**src/rtl/op_sequencer.sv**
```systemverilog
// op_sequencer: host-side initiator for the matrix controller.
// Expands LOAD / MULT / READ commands into timed 32-bit operation words,
// gates the controller enable while load data is missing, and captures
// serially read words into a single-cycle rd_valid/rd_data stream.
// Optional macro OP_SEQUENCER_IDLE_GAP_EN: when defined, one forced idle
// cycle follows every LOAD, MULT and READ/DRAIN; when undefined, the idle
// cycle is inserted only between consecutive MULT commands.
module op_sequencer #(
   parameter int WORDS       = 64,
   parameter int MULT_CYCLES = 600,
   parameter int READ_LAT    = 1
) (
   input  logic        clk,
   input  logic        reset,
   input  logic        cmd_valid,
   output logic        cmd_ready,
   input  logic [1:0]  cmd_kind,
   input  logic [23:0] cmd_args,
   input  logic        wr_valid,
   output logic        wr_ready,
   input  logic [31:0] wr_data,
   output logic        rd_valid,
   output logic [31:0] rd_data,
   output logic        busy,
   output logic        ctrl_enable,
   output logic [31:0] ctrl_operation,
   output logic [31:0] ctrl_in_data,
   input  logic [31:0] ctrl_out_data
);

   localparam int CNT_MAX = (WORDS > MULT_CYCLES) ? WORDS : MULT_CYCLES;
   localparam int CNT_W   = $clog2(CNT_MAX) + 1;

   localparam logic [CNT_W-1:0] LAST_WORD = CNT_W'(WORDS - 1);
   localparam logic [CNT_W-1:0] LAST_MULT = CNT_W'(MULT_CYCLES - 1);

   localparam logic [1:0] K_NOP  = 2'd0;
   localparam logic [1:0] K_MULT = 2'd1;
   localparam logic [1:0] K_LOAD = 2'd2;
   localparam logic [1:0] K_READ = 2'd3;

   typedef enum logic [2:0] {
      S_IDLE,
      S_LOAD,
      S_MULT,
      S_READ,
      S_DRAIN,
      S_GAP
   } state_t;

`ifdef OP_SEQUENCER_IDLE_GAP_EN
   // Every command ends in the gap; the gap always returns to IDLE.
   localparam state_t S_DONE     = S_GAP;
   localparam state_t S_GAP_EXIT = S_IDLE;
`else
   // Commands end in IDLE; the gap only ever precedes a repeated MULT.
   localparam state_t S_DONE     = S_IDLE;
   localparam state_t S_GAP_EXIT = S_MULT;
`endif

   state_t              r_state;
   state_t              w_next;
   logic [1:0]          r_kind;
   logic [23:0]         r_args;
   logic [CNT_W-1:0]    r_cnt;
   logic [READ_LAT-1:0] r_pipe;
   logic                r_rd_valid;
   logic [31:0]         r_rd_data;
   logic                w_accept;
   logic [31:0]         w_op_word;

   assign w_accept  = cmd_valid && (r_state == S_IDLE);
   assign w_op_word = {4'b0000, r_args, 2'b00, r_kind};

`ifndef OP_SEQUENCER_IDLE_GAP_EN
   logic r_prev_mult;

   // Remember whether the last real (non-NOP) command was a MULT.
   always_ff @(posedge clk or posedge reset) begin
      if (reset) begin
         r_prev_mult <= 1'b0;
      end else if (w_accept && (cmd_kind != K_NOP)) begin
         r_prev_mult <= (cmd_kind == K_MULT);
      end
   end
`endif

   // Next-state selection.
   always_comb begin
      // NOTE: every variable gets a default before the case so no path leaves it unassigned and no latch is inferred.
      w_next = r_state;
      unique case (r_state)
         S_IDLE: begin
            if (w_accept) begin
               case (cmd_kind)
`ifdef OP_SEQUENCER_IDLE_GAP_EN
                  K_MULT:  w_next = S_MULT;
`else
                  K_MULT:  w_next = r_prev_mult ? S_GAP : S_MULT;
`endif
                  K_LOAD:  w_next = S_LOAD;
                  K_READ:  w_next = S_READ;
                  default: w_next = S_IDLE;
               endcase
            end
         end
         S_LOAD:  if (wr_valid && (r_cnt == LAST_WORD)) w_next = S_DONE;
         S_MULT:  if (r_cnt == LAST_MULT) w_next = S_DONE;
         S_READ:  if (r_cnt == LAST_WORD) w_next = S_DRAIN;
         S_DRAIN: if (r_pipe == '0) w_next = S_DONE;
         S_GAP:   w_next = S_GAP_EXIT;
         default: w_next = S_IDLE;
      endcase
   end

   // Per-state outputs towards host and controller.
   always_comb begin
      cmd_ready      = 1'b0;
      busy           = 1'b1;
      wr_ready       = 1'b0;
      ctrl_enable    = 1'b1;
      ctrl_in_data   = '0;
      ctrl_operation = '0;
      unique case (r_state)
         S_IDLE: begin
            cmd_ready = 1'b1;
            busy      = 1'b0;
         end
         S_LOAD: begin
            wr_ready       = 1'b1;
            ctrl_enable    = wr_valid;
            ctrl_in_data   = wr_data;
            ctrl_operation = w_op_word;
         end
         S_MULT, S_READ: ctrl_operation = w_op_word;
         default: ;
      endcase
   end

   // State register, command latch and per-command cycle/word counter.
   always_ff @(posedge clk or posedge reset) begin
      if (reset) begin
         r_state <= S_IDLE;
         r_kind  <= K_NOP;
         r_args  <= '0;
         r_cnt   <= '0;
      end else begin
         // NOTE: sequential state uses non-blocking assignments so every register samples pre-edge values.
         r_state <= w_next;
         if (w_accept) begin
            r_kind <= cmd_kind;
            r_args <= cmd_args;
         end
         if (w_next != r_state) begin
            r_cnt <= '0;
         end else if (r_state == S_LOAD) begin
            r_cnt <= r_cnt + CNT_W'(wr_valid);
         end else if ((r_state == S_MULT) || (r_state == S_READ)) begin
            r_cnt <= r_cnt + CNT_W'(1);
         end
      end
   end

   // Read-valid pipe and registered capture of returned words.
   always_ff @(posedge clk or posedge reset) begin
      if (reset) begin
         // NOTE: the valid pipe is reset so an aborted READ cannot emit stale pulses; the data register only for a clean 0.
         r_pipe     <= '0;
         r_rd_valid <= 1'b0;
         r_rd_data  <= '0;
      end else begin
         r_pipe[0] <= (r_state == S_READ);
         for (int i = 1; i < READ_LAT; i++) begin
            r_pipe[i] <= r_pipe[i-1];
         end
         r_rd_valid <= r_pipe[READ_LAT-1];
         if (r_pipe[READ_LAT-1]) begin
            r_rd_data <= ctrl_out_data;
         end
      end
   end

   assign rd_valid = r_rd_valid;
   assign rd_data  = r_rd_data;

endmodule
```
**config.mk**
```make
export PLATFORM = sky130hd
export DESIGN_NAME = op_sequencer
export DESIGN_NICKNAME = d
export VERILOG_FILES = /design/src/rtl/op_sequencer.sv
export SDC_FILE = /design/constraint.sdc
export NUM_CORES = 1
export LEC_CHECK = 0
export ABC_AREA = 1
export BUFFER_PORTS_ARGS = -buffer_cell sky130_fd_sc_hd__buf_2
export CAP_MARGIN = 0
export CORE_MARGIN = 1
export CORE_UTILIZATION = 45
export DETAILED_ROUTE_END_ITERATION = 16
export GPL_TIMING_DRIVEN = 1
export PLACE_DENSITY = 0.89
export SYNTH_ARGS = -nofsm -noshare
export SYNTH_HDL_FRONTEND = slang
export SYNTH_SLANG_ARGS = --single-unit
```
**constraint.sdc**
```tcl
create_clock -name clk -period 2.4 [get_ports clk]
set_input_delay 0.12 -clock clk [delete_from_list [all_inputs] [get_ports clk]]
set_output_delay 0.12 -clock clk [all_outputs]
set_load 0.02 [all_outputs]
```
== Word-level counts from Yosys, hierarchy flattened ==
Index checks and enable logic that the tools add are counted.
Storage, ports and cells
  register bits after elaboration: 75
  word-level logic and storage cells: 46
  latch bits: 0
  bits in read-only memories: 0
  output and inout bits: 101
  memory bits (writable): 0
  memories: 0
Cells by class
  reduce and logical (&&, ||, !) cells: 8
  eq/ne operators: 11
  div/mod/pow operators: 0
  $lt $le $gt $ge: 0
  bitwise operators: 0
  add/subtract/negate cells: 2
  muxes and demuxes: 17
  multiply operators: 0
  shifts and indexed selects: 0
Operators by type and width (number)
  $mux 11: 3
  $mux 32: 1
  $mux 28: 1
  $mux 3: 6
  $pmux 3 s6: 1
  $add 11x1->11: 1
  $add 11x1->11 const B: 1
  $eq 11x10->1 const B: 1
  $eq 11x6->1 const B: 1
  $pmux 3 s3: 1
  $eq 3x2->1 const B: 2
  $eq 3x3->1 const B: 2
  $eq 2x2->1 const B: 2
  $mux 1: 4
  $eq 3x1->1 const B: 1
  $logic_and 1x1->1: 3
  $logic_not 3->1: 1
  $ne 3x3->1: 1
  $reduce_bool 3->1: 1
  $reduce_or 3->1: 1
  $eq 2x1->1 const B: 1
  $reduce_bool 2->1: 1
  $logic_or 1x1->1: 1

== Longest topological paths before layout ==
  depth in word-level cells: 6
  mapped depth: 14

== Least setup slack after synthesis ==
No wires, ideal clock.
  path type: reg-to-reg
  from: register r_state[1]
  to: register r_cnt[8]
  cell stages (with the launch flop): 12
  required time: 2.280 ns
  slack: 0.337 ns
  path buffers: 0
  arrival: 1.943 ns
  cells stage by stage: dfrtp_1 > nor3_4 > inv_2 > or2_4 > ha_1 > ha_1 > inv_1 > nor2_4 > nand3_2 > nor2_2 > xor2_1 > nor2_2
On the way
  word-level cells in the longest chain between the ends: 6
Ends and longest elaborated chain
  start: declaration: line 61  | state_t r_state;
  start signal: assignment: line 149  | r_state <= w_next;
  $logic_not 3->1: line 72, 92
  $logic_and 1x1->1: line 72  | assign w_accept = cmd_valid && (r_state == S_IDLE);
  $mux 3: line 94  | if (w_accept) begin
  $pmux 3 s6: line 92  | unique case (r_state)
  $ne 3x3->1: line 154  | if (w_next != r_state) begin
  $reduce_bool 3->1 (no source line) or $mux 11 (tied branches)
  end signal: assignment: line 157  | r_cnt <= r_cnt + CNT_W'(wr_valid);
  end signal: assignment: line 159  | r_cnt <= r_cnt + CNT_W'(1);
  end: declaration: line 65  | logic [CNT_W-1:0] r_cnt;
Parallel ways exist; a longest one is shown, timed or not.
A chain may end at the register's enable or synchronous reset.

== Worst setup path after layout ==
  from: register r_state[1]
  to: register r_cnt[10]
The elaborated chain is that of the path after synthesis.

==> results by group <==
Floorplan
  • Die Width: 92.5 um
  • Die H: 92.5 um
  • IO Pins: 195
  • Initial Utilization: 47.2%
  • # rows: 32
  • Core ar.: 0.00781 sq mm
  • Die area: 0.00855 sq mm

Clock tree
  • Post-CTS setup buffers: 0
  • Clk_lat worst skew: 350 ps
  • Clk sinks: 75
  • Clock Tree Root: clkbuf_8
  • CTS max path bufs: 2
  • Clock transition at the registers of the reported paths: 80 ps
  • H-tree depth: 3
  • CTS tree: yes
  • CTS buffer count: 9

Final layout
  • Layout cells sized above 1: 31.7%
  • Commonest non-fill, non-tap cell in the layout: buf_2
  • Area Overhead vs Synth: 47.1%
  • Total of fill cells in the finished design: 566
  • Post-route cell area: 0.00542 sq mm
  • Non-filler cells, final: 835
  • Nets: 823
  • Commonest non-fill, non-tap cells in the layout: buf_2 (188), nand2_1 (147), nor2_1 (85), inv_1 (77), dfrtp_1 (75)

Logic synthesis
  • Synth warnings: 0
  • Main combinational cell family by area after synthesis: simple AND/OR/NAND/NOR gates
  • Synth Area in XOR/XNOR: 1.66%
  • Adder-Cell Fraction of Synth Area: 0.679%
  • Synth Cell Area: 0.00368 sq mm
  • Syn Area/Cell: 7.50 sq um
  • Seq/Total Area, Yosys: 51.0%
  • Number of distinct library cells after synthesis: 28
  • Compound-Gate Fraction of Synth Area: 4.01%
  • #FFs+latches synth: 75
  • Share of Yosys cell area claimed by the top area cell type: 51.0%
  • Dominant cells by area after synthesis: dfrtp_1 (51%), nand2_1 (15%), nor2_1 (8.7%)
  • Mux cell area share after synthesis: 0.543%
  • Mapped Cells: 491
  • Synth Area in Simple Gates: 30.4%
  • Leading area contributor after synthesis: dfrtp_1

Routing
  • Routed Antenna Nets: 0
  • Vias: 3943
  • First-pass DRT Iterations: 5
  • Routed WL per cell: 13.6 um
  • WL final: 11300 um
  • DRC: 0
  • DR iter-0 viols: 194
  • DR vias/cell: 4.72

Global routing
  • GRT met3 Usage: 5.91%
  • GR peak layer: met2
  • M1 GR Usage: 29.3%
  • Vias in the first global route: 3826
  • Met2 Use GR: 47.7%
  • GRT Util Overall: 26.6%
  • Initial antenna violation count: 1
  • Total gr overflow: 0
  • Largest net degree at the start of global routing: 51
  • First-pass GRT wire length: 17600 um

Setup path
  • Req. time, crit path: 2610 ps
  • CP Launch Type: register
  • Critical Path End Type: register
  • FF-to-FF setup slack: 370 ps
  • Critical path type: register to register
  • Critical Path Fanout Max: 6
  • Critical Path AT: 2240 ps

Timing
  • Endpoints failing setup: 0
  • Min cycle time layout: 2030 ps
  • Slew Limit Fails: 0
  • Final clock skew: 15.1 ps
  • Max Freq: 0.492 GHz
  • Max-Slew Margin vs Limit: 55.5%
  • RSZ-0062 raised after global routing: false
  • Slew @ Worst Pin: 667 ps
  • Final worst slack: 368 ps
  • TNS Setup: 0 ps
  • Final-report hold violation count: 0
  • Tcrit/Tclk final: 84.7%

Power and ir drop
  • Power density over the cells: 1130 mW/mm^2
  • VDD IR-drop max: 568 uV
  • Leakage: 3.09 nW

Place
  • Estimated wirelength of the detail-placed design: 7340 um
  • Placed Area: 0.00470 sq mm
  • Cell count after placement: 767
  • PortBufs: 188
  • Worst slack, placed: 385 ps
  • Final GP Congestion: 0.862

Run
  • Max-cap violations: 0

Run status
  • Status: finished clean

Hold path
  • Hold Crit Class: primary input to register
-- what timing repair did --
action | CTS | global route
hold endpoints to repair | 81 | 0
setup endpoints to repair | 0 | 0
resized for setup | 0 | 0
hold buffers | 51 | 0
-- worst max-delay path: stages, from the launching register on --
cell and delay [ps]:
dfrtp_1 460, nor3_4 240, inv_2 50, or2_4 250, ha_1 210, ha_1 190
inv_1 90, nor2_4 50, nand3_2 80, nor2_2 50, nand3_1 70, nand2_1 60
nand2_1 60, nor2_1 50
-- path summary, 6_finish.rpt --
check,from,to,cells after the start
worst min register to register,rd_data[8],rd_data[8],2
max in group asynchronous,reset,r_args[23],4
worst max register to register,r_state[1],r_cnt[10],13
min in group asynchronous,reset,rd_data[24],3
worst max-delay path,r_state[1],r_cnt[10],13
worst min-delay path,cmd_args[0],r_args[0],3
-- flip-flops by register name, indices dropped and copies added, names as in the netlist --
name,cells
r_prev_mult,1
r_cnt,11
rd_data,32
r_pipe,1
rd_valid,1
r_state,3
r_kind,2
r_args,24
-- Yosys cell counts --
library cell	count
buf_4	6
o21ai_0	27
inv_2	3
nand3_2	3
dfrtp_1	75
clkbuf_1	14
nor3_4	1
nor2_1	85
nand2_1	147
xnor2_1	2
nand2_2	1
nand3_1	10
inv_1	78
mux2i_1	2
nand4_2	1
buf_1	2
xor2_1	5
nor2_4	1
conb_1	1
buf_2	2
nor2_2	11
nand4_1	3
ha_1	2
buf_6	1
nor3_1	5
a21oi_1	1
o21bai_1	1
or2_4	1
-- layout make-up --
class / count / area [sq um] / area share, %
flip-flops and latches: 75 / 1880 / 34.6
repair buffers: 245 / 1510 / 27.9
well taps: 102 / 128 / 2.36
clock buffers: 11 / 141 / 2.61
inverters: 81 / 304 / 5.61
multi-input cells: 315 / 1400 / 25.8
diodes: 1 / 2.50 / 0.0462
clock inverters: 5 / 61.3 / 1.13
-- kinds of logic (layout without fill, tap and decap cells) --
family                   count (synthesis)  after routing
flip-flops                              75             75
AO/OA/AOI/OAI                           29             29
buffers and inverters                  106            342
multiplexers                             2              2
XOR/XNOR                                 7              7
other                                    1              7
AND/OR/NAND/NOR                        269            269
adder cells (fa/ha/maj)                  2              2
-- power by group --
| group | leakage (nW) | total (mW) | switching, mW | internal (mW) |
|---|---|---|---|---|
| Combinational | 2.07 | 3.10 | 2.09 | 1.00 |
| Sequential | 0.929 | 2.06 | 0.255 | 1.81 |
| Clock | 0.0922 | 0.977 | 0.464 | 0.513 |
-- layer usage --
layer,wire length [um],vias to the layer above
met2,5960,162
met1,4360,1835
met3,599,39
met4,427,0
li1,-,1907
met5,0,-
-- per-stage QoR --
| step | util [%] | hold slack [ps] | power, mW |
|---|---|---|---|
| 5_1_grt | 69.4 | 13.2 | 6.52 |
| 6_report | 69.4 | 20.1 | 6.13 |
| 2_1_floorplan | - | 233 | 4.01 |
| 3_3_place_gp | 60.2 | 247 | 4.91 |
| 4_1_cts | 69.4 | 5.85 | 6.08 |
| 3_5_place_dp | 60.2 | 250 | 5.03 |
Note: power is estimated with default switching activity, not from simulation.
